## src/rtl/floo_serial_link_bringup_pkg.sv

```systemverilog
// Shared types and constants for the floo serial link bring-up sequencer.
// Holds the FSM state encoding and the isolate request patterns.
package floo_serial_link_bringup_pkg;

  typedef enum logic [2:0] {
    OFF      = 3'd0,
    CLK_ON   = 3'd1,
    RST_HOLD = 3'd2,
    DEISO    = 3'd3,
    UP       = 3'd4,
    ISO      = 3'd5,
    ERR      = 3'd6
  } state_e;

  localparam logic [1:0] IsoAll  = 2'b11;
  localparam logic [1:0] IsoNone = 2'b00;

  function automatic int max3(input int a, input int b, input int c);
    int m;
    m = (a > b) ? a : b;
    return (m > c) ? m : c;
  endfunction

endpackage

```

## src/rtl/floo_serial_link_bringup_ctrl.sv

```systemverilog
// Bring-up/tear-down sequencer for the floo serial link (clock, reset, isolate).
// Optional DEISO/ISO timeouts and ERR state: SERIAL_LINK_BRINGUP_TIMEOUT_EN.
module floo_serial_link_bringup_ctrl
  import floo_serial_link_bringup_pkg::*;
#(
  parameter int ClkSettleCycles = 4,
  parameter int ResetHoldCycles = 16,
  parameter int TimeoutCycles   = 1024
) (
  input  logic       clk_i,
  input  logic       rst_ni,
  input  logic       start_i,
  input  logic       stop_i,
  input  logic [1:0] isolated_i,
  output logic       clk_ena_o,
  output logic       reset_no,
  output logic [1:0] isolate_o,
  output logic       link_up_o,
  output logic       busy_o,
  output logic       error_o,
  output logic [2:0] state_o
);

  localparam int MaxCycles =
    max3(ClkSettleCycles, ResetHoldCycles, TimeoutCycles);
  localparam int CntWidth = $clog2(MaxCycles) + 1;

  localparam logic [CntWidth-1:0] SettleLd =
    CntWidth'(ClkSettleCycles - 1);
  localparam logic [CntWidth-1:0] HoldLd =
    CntWidth'(ResetHoldCycles - 1);
  localparam logic [CntWidth-1:0] ToLd =
    CntWidth'(TimeoutCycles - 1);

`ifdef SERIAL_LINK_BRINGUP_TIMEOUT_EN
  localparam bit TimeoutEn = 1'b1;
`else
  localparam bit TimeoutEn = 1'b0;
`endif

  if (ClkSettleCycles < 1 || ResetHoldCycles < 1 ||
      TimeoutCycles < 1) begin : g_bad_param
    $error("bringup_ctrl: cycle parameters must be >= 1");
  end

  state_e              state_q, state_d;
  logic [CntWidth-1:0] cnt_q, cnt_d;
  logic                clk_ena_q, clk_ena_d;
  logic                rst_n_q, rst_n_d;
  logic [1:0]          iso_q, iso_d;
  logic                up_q, up_d;
  logic                busy_q, busy_d;
  logic                err_q, err_d;
  logic                cnt_zero;

  assign cnt_zero = (cnt_q == '0);

  always_comb begin
    state_d = state_q;
    cnt_d   = cnt_zero ? cnt_q : cnt_q - 1'b1;
    unique case (state_q)
      OFF: begin
        if (start_i && !stop_i) begin
          state_d = CLK_ON;
          cnt_d   = SettleLd;
        end
      end
      CLK_ON: begin
        if (stop_i) begin
          state_d = ISO;
          cnt_d   = ToLd;
        end else if (cnt_zero) begin
          state_d = RST_HOLD;
          cnt_d   = HoldLd;
        end
      end
      RST_HOLD: begin
        if (stop_i) begin
          state_d = ISO;
          cnt_d   = ToLd;
        end else if (cnt_zero) begin
          state_d = DEISO;
          cnt_d   = ToLd;
        end
      end
      DEISO: begin
        if (stop_i) begin
          state_d = ISO;
          cnt_d   = ToLd;
        end else if (isolated_i == IsoNone) begin
          state_d = UP;
          cnt_d   = '0;
        end else if (TimeoutEn && cnt_zero) begin
          state_d = ERR;
          cnt_d   = '0;
        end
      end
      UP: begin
        if (stop_i) begin
          state_d = ISO;
          cnt_d   = ToLd;
        end
      end
      ISO: begin
        if (isolated_i == IsoAll) begin
          state_d = OFF;
          cnt_d   = '0;
        end else if (TimeoutEn && cnt_zero) begin
          state_d = ERR;
          cnt_d   = '0;
        end
      end
      ERR: begin
        if (stop_i) begin
          state_d = OFF;
          cnt_d   = '0;
        end
      end
      default: begin
        state_d = OFF;
        cnt_d   = '0;
      end
    endcase
  end

  // ISO keeps the reset level it was entered with, so an aborted
  // bring-up never releases the link from reset.
  always_comb begin
    clk_ena_d = (state_d != OFF);
    rst_n_d   = 1'b0;
    iso_d     = IsoAll;
    up_d      = (state_d == UP);
    err_d     = TimeoutEn && (state_d == ERR);
    busy_d    = (state_d == CLK_ON) || (state_d == RST_HOLD) ||
                (state_d == DEISO)  || (state_d == ISO);
    unique case (state_d)
      DEISO, UP: begin
        rst_n_d = 1'b1;
        iso_d   = IsoNone;
      end
      ISO:     rst_n_d = rst_n_q;
      default: rst_n_d = 1'b0;
    endcase
  end

  always_ff @(posedge clk_i or negedge rst_ni) begin
    if (!rst_ni) begin
      state_q   <= OFF;
      cnt_q     <= '0;
      clk_ena_q <= 1'b0;
      rst_n_q   <= 1'b0;
      iso_q     <= IsoAll;
      up_q      <= 1'b0;
      busy_q    <= 1'b0;
      err_q     <= 1'b0;
    end else begin
      state_q   <= state_d;
      cnt_q     <= cnt_d;
      clk_ena_q <= clk_ena_d;
      rst_n_q   <= rst_n_d;
      iso_q     <= iso_d;
      up_q      <= up_d;
      busy_q    <= busy_d;
      err_q     <= err_d;
    end
  end

  assign clk_ena_o = clk_ena_q;
  assign reset_no  = rst_n_q;
  assign isolate_o = iso_q;
  assign link_up_o = up_q;
  assign busy_o    = busy_q;
  assign error_o   = err_q;
  assign state_o   = state_q;

endmodule

```

## config.mk

```make
export PLATFORM = sky130hd
export DESIGN_NAME = floo_serial_link_bringup_ctrl
export DESIGN_NICKNAME = d
export VERILOG_FILES = /design/src/rtl/floo_serial_link_bringup_pkg.sv /design/src/rtl/floo_serial_link_bringup_ctrl.sv
export SDC_FILE = /design/constraint.sdc
export NUM_CORES = 1
export LEC_CHECK = 0
export CORE_ASPECT_RATIO = 0.8
export CORE_UTILIZATION = 30
export CTS_CLUSTER_SIZE = 10
export DETAILED_ROUTE_END_ITERATION = 10
export PLACE_DENSITY = 0.53
export SYNTH_ARGS = -nofsm -noshare
export SYNTH_HDL_FRONTEND = slang
export SYNTH_SLANG_ARGS = --single-unit
```

## constraint.sdc

```tcl
create_clock -name clk_i -period 2.55 [get_ports clk_i]
set_input_delay 0.51 -clock clk_i [delete_from_list [all_inputs] [get_ports clk_i]]
set_output_delay 0.51 -clock clk_i [all_outputs]
set_load 0.05 [all_outputs]
```

# Word-level counts from Yosys, hierarchy flattened
# Index checks and enable logic that the tools add are counted.
[word_totals]
word_cells = 55
register_bits = 20
inputBits = 6
output_inout_bits = 10
[op_classes]
reduce_logical = 10
eq_ne = 12
n_mux = 25
n_addsub = 1
[op_table]
columns = ["operator", "count"]
rows = [
  ["two-way mux 11 bit", 11],
  ["case mux 11 bit (7 select lines)", 1],
  ["two-way mux 3 bit", 10],
  ["case mux 3 bit (7 select lines)", 1],
  ["equality test 3 bit (second input constant)", 5],
  ["equality test 3 x 2 -> 1 bit (second input constant)", 4],
  ["zero test 11 bit", 1],
  ["subtractor 11 x 1 -> 11 bit (second input constant)", 1],
  ["equality test 3 x 1 -> 1 bit (second input constant)", 2],
  ["zero test 3 bit", 1],
  ["logical OR 1 bit", 3],
  ["nonzero test 3 bit", 1],
  ["equality test 2 bit (second input constant)", 1],
  ["zero test 2 bit", 1],
  ["two-way mux 2 bit", 1],
  ["case mux 1 bit (2 select lines)", 1],
  ["OR reduction 2 bit", 1],
  ["logical AND 1 bit", 1],
  ["zero test 1 bit", 1],
]

# Longest topological paths before layout
# Gate-level depths: netlist of the first run.
[logic_depth]
word_depth = 8
depth_mapped = 9

# Worst setup path after synthesis of the first run
# No wires, ideal clock.
[synth_path]
kind = "register to register"
startpoint = "register state_q[0], in the netlist state_o[0]"
endpoint = "register clk_ena_q, in the netlist clk_ena_o"
setup_time_ps = 131
synth_period_minus_slack_ps = 2057
t_arrival_ps = 1926
setup_slack_ps = 493
path_stages_with_launch = 8
path_cell_list = "dfrtp_1 > buf_2 > o21ai_1 > o22ai_1 > a211oi_1 > and3_4 > inv_2 > or3_1"
[synth_via]
elab_chain_cells = 4
elab_cells_between_ends = 19
cone_classes = "6 x eq/ne; 11 x mux; 2 x reduce/logical"
[synth_lines]
columns = ["item", "line_no", "rtl"]
rows = [
  ["from (decl)", "floo_serial_link_bringup_ctrl.sv:46", "state_e state_q, state_d;"],
  ["from (signal assigned)", "floo_serial_link_bringup_ctrl.sv:157", "state_q <= state_d;"],
  ["two-way mux 3 bit, on equally long branches", "floo_serial_link_bringup_ctrl.sv:90, floo_serial_link_bringup_ctrl.sv:81, floo_serial_link_bringup_ctrl.sv:72", ""],
  ["two-way mux 3 bit, on equally long branches", "floo_serial_link_bringup_ctrl.sv:87, floo_serial_link_bringup_ctrl.sv:78, floo_serial_link_bringup_ctrl.sv:69", ""],
  ["case mux 3 bit (7 select lines) *", "floo_serial_link_bringup_ctrl.sv:61", "unique case (state_q)"],
  ["named net state_d[0]", "floo_serial_link_bringup_ctrl.sv:46", ""],
  ["nonzero test 3 bit *", "floo_serial_link_bringup_ctrl.sv:129", "clk_ena_d = (state_d != OFF);"],
  ["named net clk_ena_d", "floo_serial_link_bringup_ctrl.sv:48", "logic clk_ena_q, clk_ena_d;"],
  ["to (signal assigned)", "floo_serial_link_bringup_ctrl.sv:159", "clk_ena_q <= clk_ena_d;"],
  ["to (decl)", "floo_serial_link_bringup_ctrl.sv:48", ""],
]
# The timed path passes the listed nets; every way through them passes the cells marked *.
# A chain may end at the register's enable or synchronous reset.

# Worst setup path in the final report of the first run
[layout_path]
startpoint = "input isolated_i[0]"
endpoint = "register clk_ena_q, in the netlist clk_ena_o"
[layout_via]
elab_chain_cells = 5
elab_cells_between_ends = 7
cone_classes = "1 x eq/ne; 4 x mux; 2 x reduce/logical"
[layout_lines]
columns = ["item", "line_no", "rtl"]
rows = [
  ["from (decl)", "floo_serial_link_bringup_ctrl.sv:14", "input logic [1:0] isolated_i,"],
  ["zero test 2 bit", "floo_serial_link_bringup_ctrl.sv:90", "end else if (isolated_i == IsoNone) begin"],
  ["two-way mux 3 bit", "floo_serial_link_bringup_ctrl.sv:90", ""],
  ["two-way mux 3 bit", "floo_serial_link_bringup_ctrl.sv:87", "if (stop_i) begin"],
  ["case mux 3 bit (7 select lines) *", "floo_serial_link_bringup_ctrl.sv:61", ""],
  ["named net state_d[0]", "floo_serial_link_bringup_ctrl.sv:46", ""],
  ["nonzero test 3 bit *", "floo_serial_link_bringup_ctrl.sv:129", ""],
  ["named net clk_ena_d", "floo_serial_link_bringup_ctrl.sv:48", ""],
]
# Marked as above.

==> impl_metrics.tcl, run 1 <==
set metrics [dict create \
    status "completed" \
    worst_pin_slew_ns 0.500 \
    powerDensity_mw_per_mm2 1220 \
    synth_edf_count 0 \
    synth_top_area_share 0.333 \
    wl_per_cell_microns 13.7 \
    p_comb_frac 0.572 \
    clk_pin_slew_ns 0.07 \
    vias 1156 \
    cts_num_sinks 19 \
    vdd.ir_drop.worst_mv 0.530 \
    grt_pass1_vias 1042 \
    slew_headroom 0.666 \
    critPathLaunchType "input port" \
    setup_viol_count_final 0 \
    postCtsSetupBuffers 0 \
    grtUsageTotal 0.140 \
    async_flop_share 1.00 \
    p_total_w 0.00194 \
    end_kind "register" \
    use_met3 0.0263 \
    crit_fanout 5 \
    postRouteAntennaNets 0 \
    io_pins 16 \
    period_needed_ns 2.23 \
    clock_path_buffers 2 \
    critical_path_class "input port to register" \
    die-area_sq_mm 0.00478 \
    yosysWarnings 0 \
    postPlaceCellArea_sq_mm 0.00154 \
    drv_cap 0 \
    clk_latency_ns 0.25 \
    p_switching_w 0.000912 \
    fp-row-count 21 \
    synth.avg_cell_area_sq_um 9.07 \
    synth.most_common_cell "dfrtp_1" \
    skew_ns 0.00266 \
    drv_slew 0 \
    fin_nets 174 \
    chipHeight_microns 62.0 \
    period_share 0.876 \
    dp_hpwl_microns 2360 \
    h-tree-depth 1 \
    cts_hold_buf 0 \
    via_per_inst 5.23 \
    grt_use_met1 0.199 \
    holdWs_ns 0.566 \
    grt_util_met2 0.219 \
    yosys.area.top_type "dfrtp_1" \
    drtIter0Drc 42 \
    wirelength_microns 3040 \
    pwr-share-seq 0.320 \
    synthTopCellsByCount "dfrtp_1 (18), nor2_1 (17), nand2_1 (11)" \
    synth_area_leaders "dfrtp_1 (33%), nor2_1 (4.7%), a21oi_1 (3.3%)" \
    drt_first_pass_iters 4 \
    drcViolationCount 0 \
    slowest_stage "clkdlybuf4s50_1" \
    ff2ff_path_depth 8 \
    tns_ns 0 \
    synth_nets 158 \
    r2r_end "cnt_q[4]" \
    reg2reg_slack_ns 0.40 \
    internal_power_w 0.00102 \
    core_area_sq_mm 0.00426 \
    p_leak_nw 0.612 \
    antenna_cells 0 \
    grt_max_degree 20 \
    place.gp.congestion 0.836 \
    rsz0062_at_grt "no" \
    cts_tree "built" \
    final_area_sq_mm 0.00158 \
    ys_types 56 \
    grt_pass1_wl_microns 5100 \
    grt_overflow 0 \
    cp.required_ns 2.69 \
    layout-drive-gt1-share 0.159 \
    hold_path.class "register to register" \
    port_buffers 14 \
    ys_ff_latch 19 \
    cts_buffers 3 \
    busiest_layer "met2" \
    ys_seq_area_frac 0.353 \
    finalHoldViolations 0 \
    root_buffer "clkbuf_8" \
    max_freq_ghz 0.448 \
    syn_area_sq_mm 0.00135 \
    swShare 0.471 \
    syn-instance-count 149 \
    die_w_microns 77.0 \
    initial_utilization 0.317 \
    arrival_ns 2.37 \
    antenna_found_initial 0 \
    synthFlopType "dfrtp_1" \
    path_cells "clkdlybuf4s50_1 > a21boi_0 > o21a_1 > a211oi_1 > and3_4 > inv_2 > or3_1" \
    clock_power_share 0.108 \
    r2r-start "cnt_q[1]" \
    critPathLaunch "isolated_i[0]" \
    endpoint "clk_ena_o" \
    synthToLayoutAreaGrowth_pct 16.9 \
    max_stage_delay_ns 0.53 \
    cts_resized 0 \
    holdCritStartpoint "reset_no" \
]
-- cell families (layout without fill, tap and decap cells) --
logic type               count (synthesis)  count (layout)  share of synthesized area
buffers and inverters                   17              32                     0.0824
other                                    1               1                    0.00278
AND/OR/NAND/NOR                         60              60                      0.269
adder cells (fa/ha/maj)                  3               3                     0.0278
flip-flops                              19              19                      0.353
multiplexers                             3               3                     0.0231
AO/OA/AOI/OAI                           42              42                      0.216
XOR/XNOR                                 4               4                     0.0259
-- routing by layer --
layer,up-vias,wire (microns)
met5,-,0
met4,0,27
met3,4,65
met2,17,1350
met1,563,1590
li1,572,-
-- critical path, delay by kind of cell --
family | cells | cell delay [ns]
buffers and inverters | 2 | 0.57
AND/OR/NAND/NOR | 2 | 0.61
AO/OA/AOI/OAI | 3 | 0.67
-- how the worst min path moves through the flow --
| stage | to | slack (ns) | depth (start not counted) |
|---|---|---|---|
| floorplan | busy_o | 0.21 | 0 |
| global placement | reset_no | 0.53 | 2 |
| detailed placement | reset_no | 0.56 | 2 |
| CTS | reset_no | 0.58 | 2 |
| global route | cnt_q[7] | 0.62 | 2 |
| finish | reset_no | 0.57 | 2 |
-- per-stage QoR --
step                      utilization  setup slack [ns]  std cells
after floorplan                     -             0.493        149
after global placement          0.361             0.132        217
after detailed placement        0.361            0.0725        217
after CTS                       0.371             0.336        221
after global routing            0.371             0.202        221
final                           0.371             0.317        221
-- power groups by stage --
| stage | combinational, W | sequential (W) | clock (W) |
|---|---|---|---|
| final | 0.00111 | 0.000620 | 0.000209 |
| after global routing | 0.00122 | 0.000655 | 0.000230 |
| after CTS | 0.00111 | 0.000621 | 0.000217 |
| after detailed placement | 0.00110 | 0.000627 | 0 |
| after global placement | 0.00109 | 0.000622 | 0 |
| after floorplan | 0.000727 | 0.000738 | 0 |
-- sequential cells by signal, summed over array words and instances (netlist names) --
| register | flops |
|---|---|
| cnt_q | 11 |
| isolate_o | 1 |
| state_o | 3 |
| clk_ena_o | 1 |
| link_up_o | 1 |
| busy_o | 1 |
| reset_no | 1 |
-- cells in the final DEF (no fill, tap or decap), types with 2 or more instances in the layout --
| cell | n |
|---|---|
| dfrtp_1 | 18 |
| nor2_1 | 17 |
| clkdlybuf4s50_1 | 14 |
| nand2_1 | 11 |
| a21oi_1 | 9 |
| buf_4 | 7 |
| inv_1 | 5 |
| nor3_1 | 5 |
| o31ai_1 | 5 |
| o21ai_0 | 4 |
| and2_1 | 4 |
| o221ai_1 | 3 |
| o21a_1 | 3 |
| nand2b_1 | 3 |
| o22ai_1 | 3 |
| a211oi_1 | 3 |
| nor4_1 | 3 |
| ha_1 | 3 |
| clkbuf_8 | 3 |
| and3_4 | 2 |
| xnor2_1 | 2 |
| nor2b_1 | 2 |
| xor2_1 | 2 |
| mux2i_1 | 2 |
-- final cells by class --
class | instances | area, sq um
fillers | 463 | 2680
multi-input cells | 113 | 763
flip-flops and latches | 19 | 477
repair buffers | 21 | 193
well taps | 57 | 71.3
clock buffers | 4 | 45.0
inverters | 7 | 31.3
(Power assumes the default switching activity.)
==> inputs of run 2 (changes only) <==
--- a/config.mk
+++ b/config.mk
@@ -6,10 +6,10 @@
 export NUM_CORES = 1
 export LEC_CHECK = 0
 export CORE_ASPECT_RATIO = 0.8
-export CORE_UTILIZATION = 30
+export CORE_UTILIZATION = 55
 export CTS_CLUSTER_SIZE = 10
 export DETAILED_ROUTE_END_ITERATION = 10
-export PLACE_DENSITY = 0.53
+export PLACE_DENSITY = 0.84
 export SYNTH_ARGS = -nofsm -noshare
 export SYNTH_HDL_FRONTEND = slang
 export SYNTH_SLANG_ARGS = --single-unit
==> impl_metrics.tcl, run 2 (same netlist as run 1, synthesis figures left out) <==
set metrics [dict create \
    skew_ns 0.0139 \
    grt_pass1_vias 1021 \
    place.gp.congestion 0.841 \
    synthToLayoutAreaGrowth_pct 11.0 \
    die-area_sq_mm 0.00266 \
    fin_nets 171 \
    drtIter0Drc 50 \
    postRouteAntennaNets 0 \
    die_w_microns 57.4 \
    path_delay_family "buffers and inverters" \
    antenna_found_initial 0 \
    crit_fanout 19 \
    worst_pin_slew_ns 0.556 \
    chipHeight_microns 46.3 \
    port_buffers 14 \
    cts_num_sinks 19 \
    wl_per_cell_microns 15.7 \
    slowest_stage "clkdlybuf4s50_1" \
    largest_reg_flops 11 \
    max_freq_ghz 0.411 \
    clock_path_buffers 2 \
    powerDensity_mw_per_mm2 1250 \
    tns_ns 0 \
    layout_setup_ws_ns 0.115 \
    p_leak_nw 0.592 \
    cts_hold_buf 0 \
    postPlaceCellArea_sq_mm 0.00147 \
    final_area_sq_mm 0.00150 \
    grt_overflow 0 \
    cts_tree "built" \
    arrival_ns 1.93 \
    initial_utilization 0.605 \
    layout_common_cells "dfrtp_1 (18), nor2_1 (17), clkdlybuf4s50_1 (14)" \
    critical_path_buf_inv_count 1 \
    antenna_cells 0 \
    status "completed" \
    period_share 0.955 \
    regMostFlops "cnt_q" \
    finalHoldViolations 0 \
    drt_first_pass_iters 4 \
    slew_headroom 0.630 \
    grt_pass1_wl_microns 4750 \
    end_kind "output port" \
    cts_resized 0 \
    grtUsageTotal 0.242 \
    holdWs_ns 0.503 \
    io_pins 16 \
    root_buffer "clkbuf_4" \
    vias 1157 \
    cp.required_ns 2.04 \
    via_per_inst 6.22 \
    clk_pin_slew_ns 0.12 \
    drv_cap 0 \
    cts_buffers 3 \
    layout-drive-gt1-share 0.149 \
    rsz0062_at_grt "no" \
    critPathLaunchType "register" \
    period_needed_ns 2.44 \
    vdd.ir_drop.worst_mv 0.749 \
    fp-row-count 15 \
    wirelength_microns 2920 \
    max_stage_delay_ns 0.91 \
    grt_max_degree 20 \
    dp_hpwl_microns 2160 \
    clk_latency_ns 0.32 \
    hold_path.class "input port to async pin" \
    postCtsSetupBuffers 0 \
    drv_slew 0 \
    p_total_w 0.00187 \
    path_cells "clkdlybuf4s50_1" \
    setup_viol_count_final 0 \
    mostFrequentLayoutCell "dfrtp_1" \
    drcViolationCount 0 \
    h-tree-depth 1 \
    pre_cts_ws_ns 0.0992 \
    core_area_sq_mm 0.00223 \
    critical_path_class "register to output port" \
]
-- run 2: where the power goes --
part	switching, W	internal, W	leakage, nW
clock network	0.000103	0.0000587	0.0177
logic	0.000616	0.000450	0.357
registers	0.000201	0.000442	0.217
total	0.000920	0.000951	0.592
-- run 2: per-stage QoR --
stage                     instances  utilization
after CTS                       186        0.672
after floorplan                 149            -
after global placement          182        0.659
after detailed placement        182        0.659
after global routing            186        0.672
final                           186        0.672
-- run 2: path summary, 6_finish.rpt --
| check | startpoint | end | slack [ns] | depth (start not counted) |
|---|---|---|---|---|
| max | state_o[0] | state_o[0] | 0.11 | 1 |
| min | rst_ni | cnt_q[1] | 0.50 | 2 |
| max reg2reg | cnt_q[0] | cnt_q[4] | 0.37 | 8 |
| min reg2reg | reset_no | reset_no | 0.59 | 2 |
| max in group asynchronous | rst_ni | isolate_o[0] | 1.77 | 2 |
| min in group clk_i | reset_no | reset_no | 0.59 | 2 |
-- run 2: layout make-up --
| class | instances | area [sq um] |
|---|---|---|
| multi-input combinational | 113 | 763 |
| fill | 191 | 733 |
| sequential | 19 | 477 |
| timing repair buffer | 18 | 170 |
| inverter | 7 | 31.3 |
| tap | 25 | 31.3 |
| clock buffer | 3 | 22.5 |
| clock inverter | 1 | 5.00 |
-- run 2: routing by layer --
metal / global-route usage / share of wire
met5: 0 / 0
met4: 0.0293 / 0.0058
met3: 0.0590 / 0.056
met2: 0.391 / 0.46
met1: 0.338 / 0.48
==> inputs of run 3 (changes only) <==
--- a/config.mk
+++ b/config.mk
@@ -7,6 +7,7 @@
 export LEC_CHECK = 0
 export CORE_ASPECT_RATIO = 0.8
 export CORE_UTILIZATION = 55
+export CTS_CLUSTER_DIAMETER = 40
 export CTS_CLUSTER_SIZE = 10
 export DETAILED_ROUTE_END_ITERATION = 10
 export PLACE_DENSITY = 0.84
==> constraint.sdc (replaced) <==
create_clock -name clk_i -period 2.55 [get_ports clk_i]
set_input_delay 0.51 -clock clk_i [delete_from_list [all_inputs] [get_ports clk_i]]
set_output_delay 0.51 -clock clk_i [all_outputs]
set_load 0.005 [all_outputs]
==> impl_metrics.tcl, run 3 (same netlist as run 1, synthesis figures left out) <==
set metrics [dict create \
    status "completed" \
    period_share 0.879 \
    vias 1228 \
    die-area_sq_mm 0.00266 \
    swShare 0.435 \
    cts_resized 0 \
    finalHoldViolations 0 \
    setup_viol_count_final 0 \
    core_area_sq_mm 0.00223 \
    clk_latency_ns 0.31 \
    layout-drive-gt1-share 0.149 \
    cts_hold_buf 0 \
    skew_ns 0.00795 \
    period_needed_ns 2.24 \
    cts_num_sinks 19 \
    drtIter0Drc 108 \
    critPathLaunchType "register" \
    p_switching_w 0.000733 \
    cts_tree "built" \
    largest_reg_flops 11 \
    internal_power_w 0.000951 \
    pwr-share-seq 0.385 \
    cts_buffers 3 \
    clock_path_buffers 2 \
    initial_utilization 0.605 \
    critical_path_class "register to register" \
    r2r-start "cnt_q[0]" \
    rsz0062_at_grt "no" \
    grtUsageTotal 0.259 \
    tns_ns 0 \
    wirelength_microns 3140 \
    drv_slew 0 \
    powerDensity_mw_per_mm2 1120 \
    nFillCells 177 \
    grt_pass1_wl_microns 5000 \
    vdd.ir_drop.worst_mv 0.631 \
    r2r_end "cnt_q[4]" \
    reg2reg_slack_ns 0.31 \
    port_buffers 14 \
    clock_power_share 0.095 \
    hold_path.class "input port to async pin" \
    crit_fanout 9 \
    synthToLayoutAreaGrowth_pct 11.0 \
    wl_per_cell_microns 16.9 \
    root_buffer "clkbuf_4" \
    grt_max_degree 22 \
    grt_overflow 0 \
    fp-row-count 15 \
    regMostFlops "cnt_q" \
    fin_nets 171 \
    utilization 0.672 \
    p_total_w 0.00168 \
    dp_hpwl_microns 2280 \
    h-tree-depth 1 \
    worst_pin_slew_ns 0.591 \
    slew_headroom 0.606 \
    regArea_sq_um 477 \
    chipHeight_microns 46.3 \
    io_pins 16 \
    layout_common_cells "dfrtp_1 (18), nor2_1 (17), clkdlybuf4s50_1 (14)" \
    end_kind "register" \
    postRouteAntennaNets 0 \
    grt_pass1_vias 1058 \
    cp.required_ns 2.72 \
    postPlaceCellArea_sq_mm 0.00147 \
    clk_pin_slew_ns 0.12 \
    drcViolationCount 0 \
    ff2ff_path_depth 8 \
    drv_cap 0 \
    mostFrequentLayoutCell "dfrtp_1" \
    antenna_cells 0 \
    postCtsSetupBuffers 0 \
    final_area_sq_mm 0.00150 \
    max_freq_ghz 0.446 \
    multi_input_area_sq_um 763 \
    p_comb_frac 0.520 \
    p_leak_nw 0.592 \
    die_w_microns 57.4 \
    arrival_ns 2.41 \
    drt_first_pass_iters 4 \
    via_per_inst 6.60 \
    antenna_found_initial 0 \
    critPathLaunch "cnt_q[0]" \
    place.gp.congestion 0.841 \
]
[run 3: final cells by class]
cell class,instances,share of cell area
multi-input combinational,113,0.509
clock inverter,1,0.00334
sequential,19,0.318
clock buffer,3,0.0150
inverter,7,0.0209
timing repair buffer,18,0.113
tap,25,0.0209
[run 3: worst max path at each step]
stage | end | cells past startpoint | slack (ns)
after detailed placement | clk_ena_o | 7 | 0.07
after global placement | clk_ena_o | 7 | 0.15
after floorplan | clk_ena_o | 9 | 0.66
after CTS | cnt_q[4] | 8 | 0.34
final | cnt_q[4] | 8 | 0.31
after global routing | cnt_q[4] | 8 | 0.20
[run 3: worst max-delay path: stages (launching register included)]
cell and delay [ns]:
dfrtp_1 0.44, inv_1 0.10, ha_1 0.17, nor4b_4 0.32, and3_4 0.29, inv_6 0.06
a211o_2 0.31, nor2_1 0.24, o221ai_1 0.17
[run 3: power groups by stage]
stage / registers (W) / logic [W] / clock network [W]
after global placement: 0.000641 / 0.000818 / 0
after global routing: 0.000673 / 0.000948 / 0.000170
after detailed placement: 0.000651 / 0.000843 / 0
final: 0.000649 / 0.000876 / 0.000160
after CTS: 0.000644 / 0.000856 / 0.000162
after floorplan: 0.000553 / 0.000699 / 0
[run 3: routing by layer]
metal / wire length, microns / vias to the layer above / global-route usage
met5: 0 / - / 0
met4: 70 / 0 / 0.0585
met3: 275 / 12 / 0.0506
met2: 1440 / 71 / 0.419
met1: 1350 / 578 / 0.362
li1: - / 567 / -
[run 3: through the flow]
stage	instances	hold WS (ns)	worst slack (ns)
4_1_cts	186	0.524	0.343
5_1_grt	186	0.544	0.197
3_3_place_gp	182	0.539	0.149
2_1_floorplan	149	0.214	0.664
3_5_place_dp	182	0.534	0.0709
6_report	186	0.520	0.309
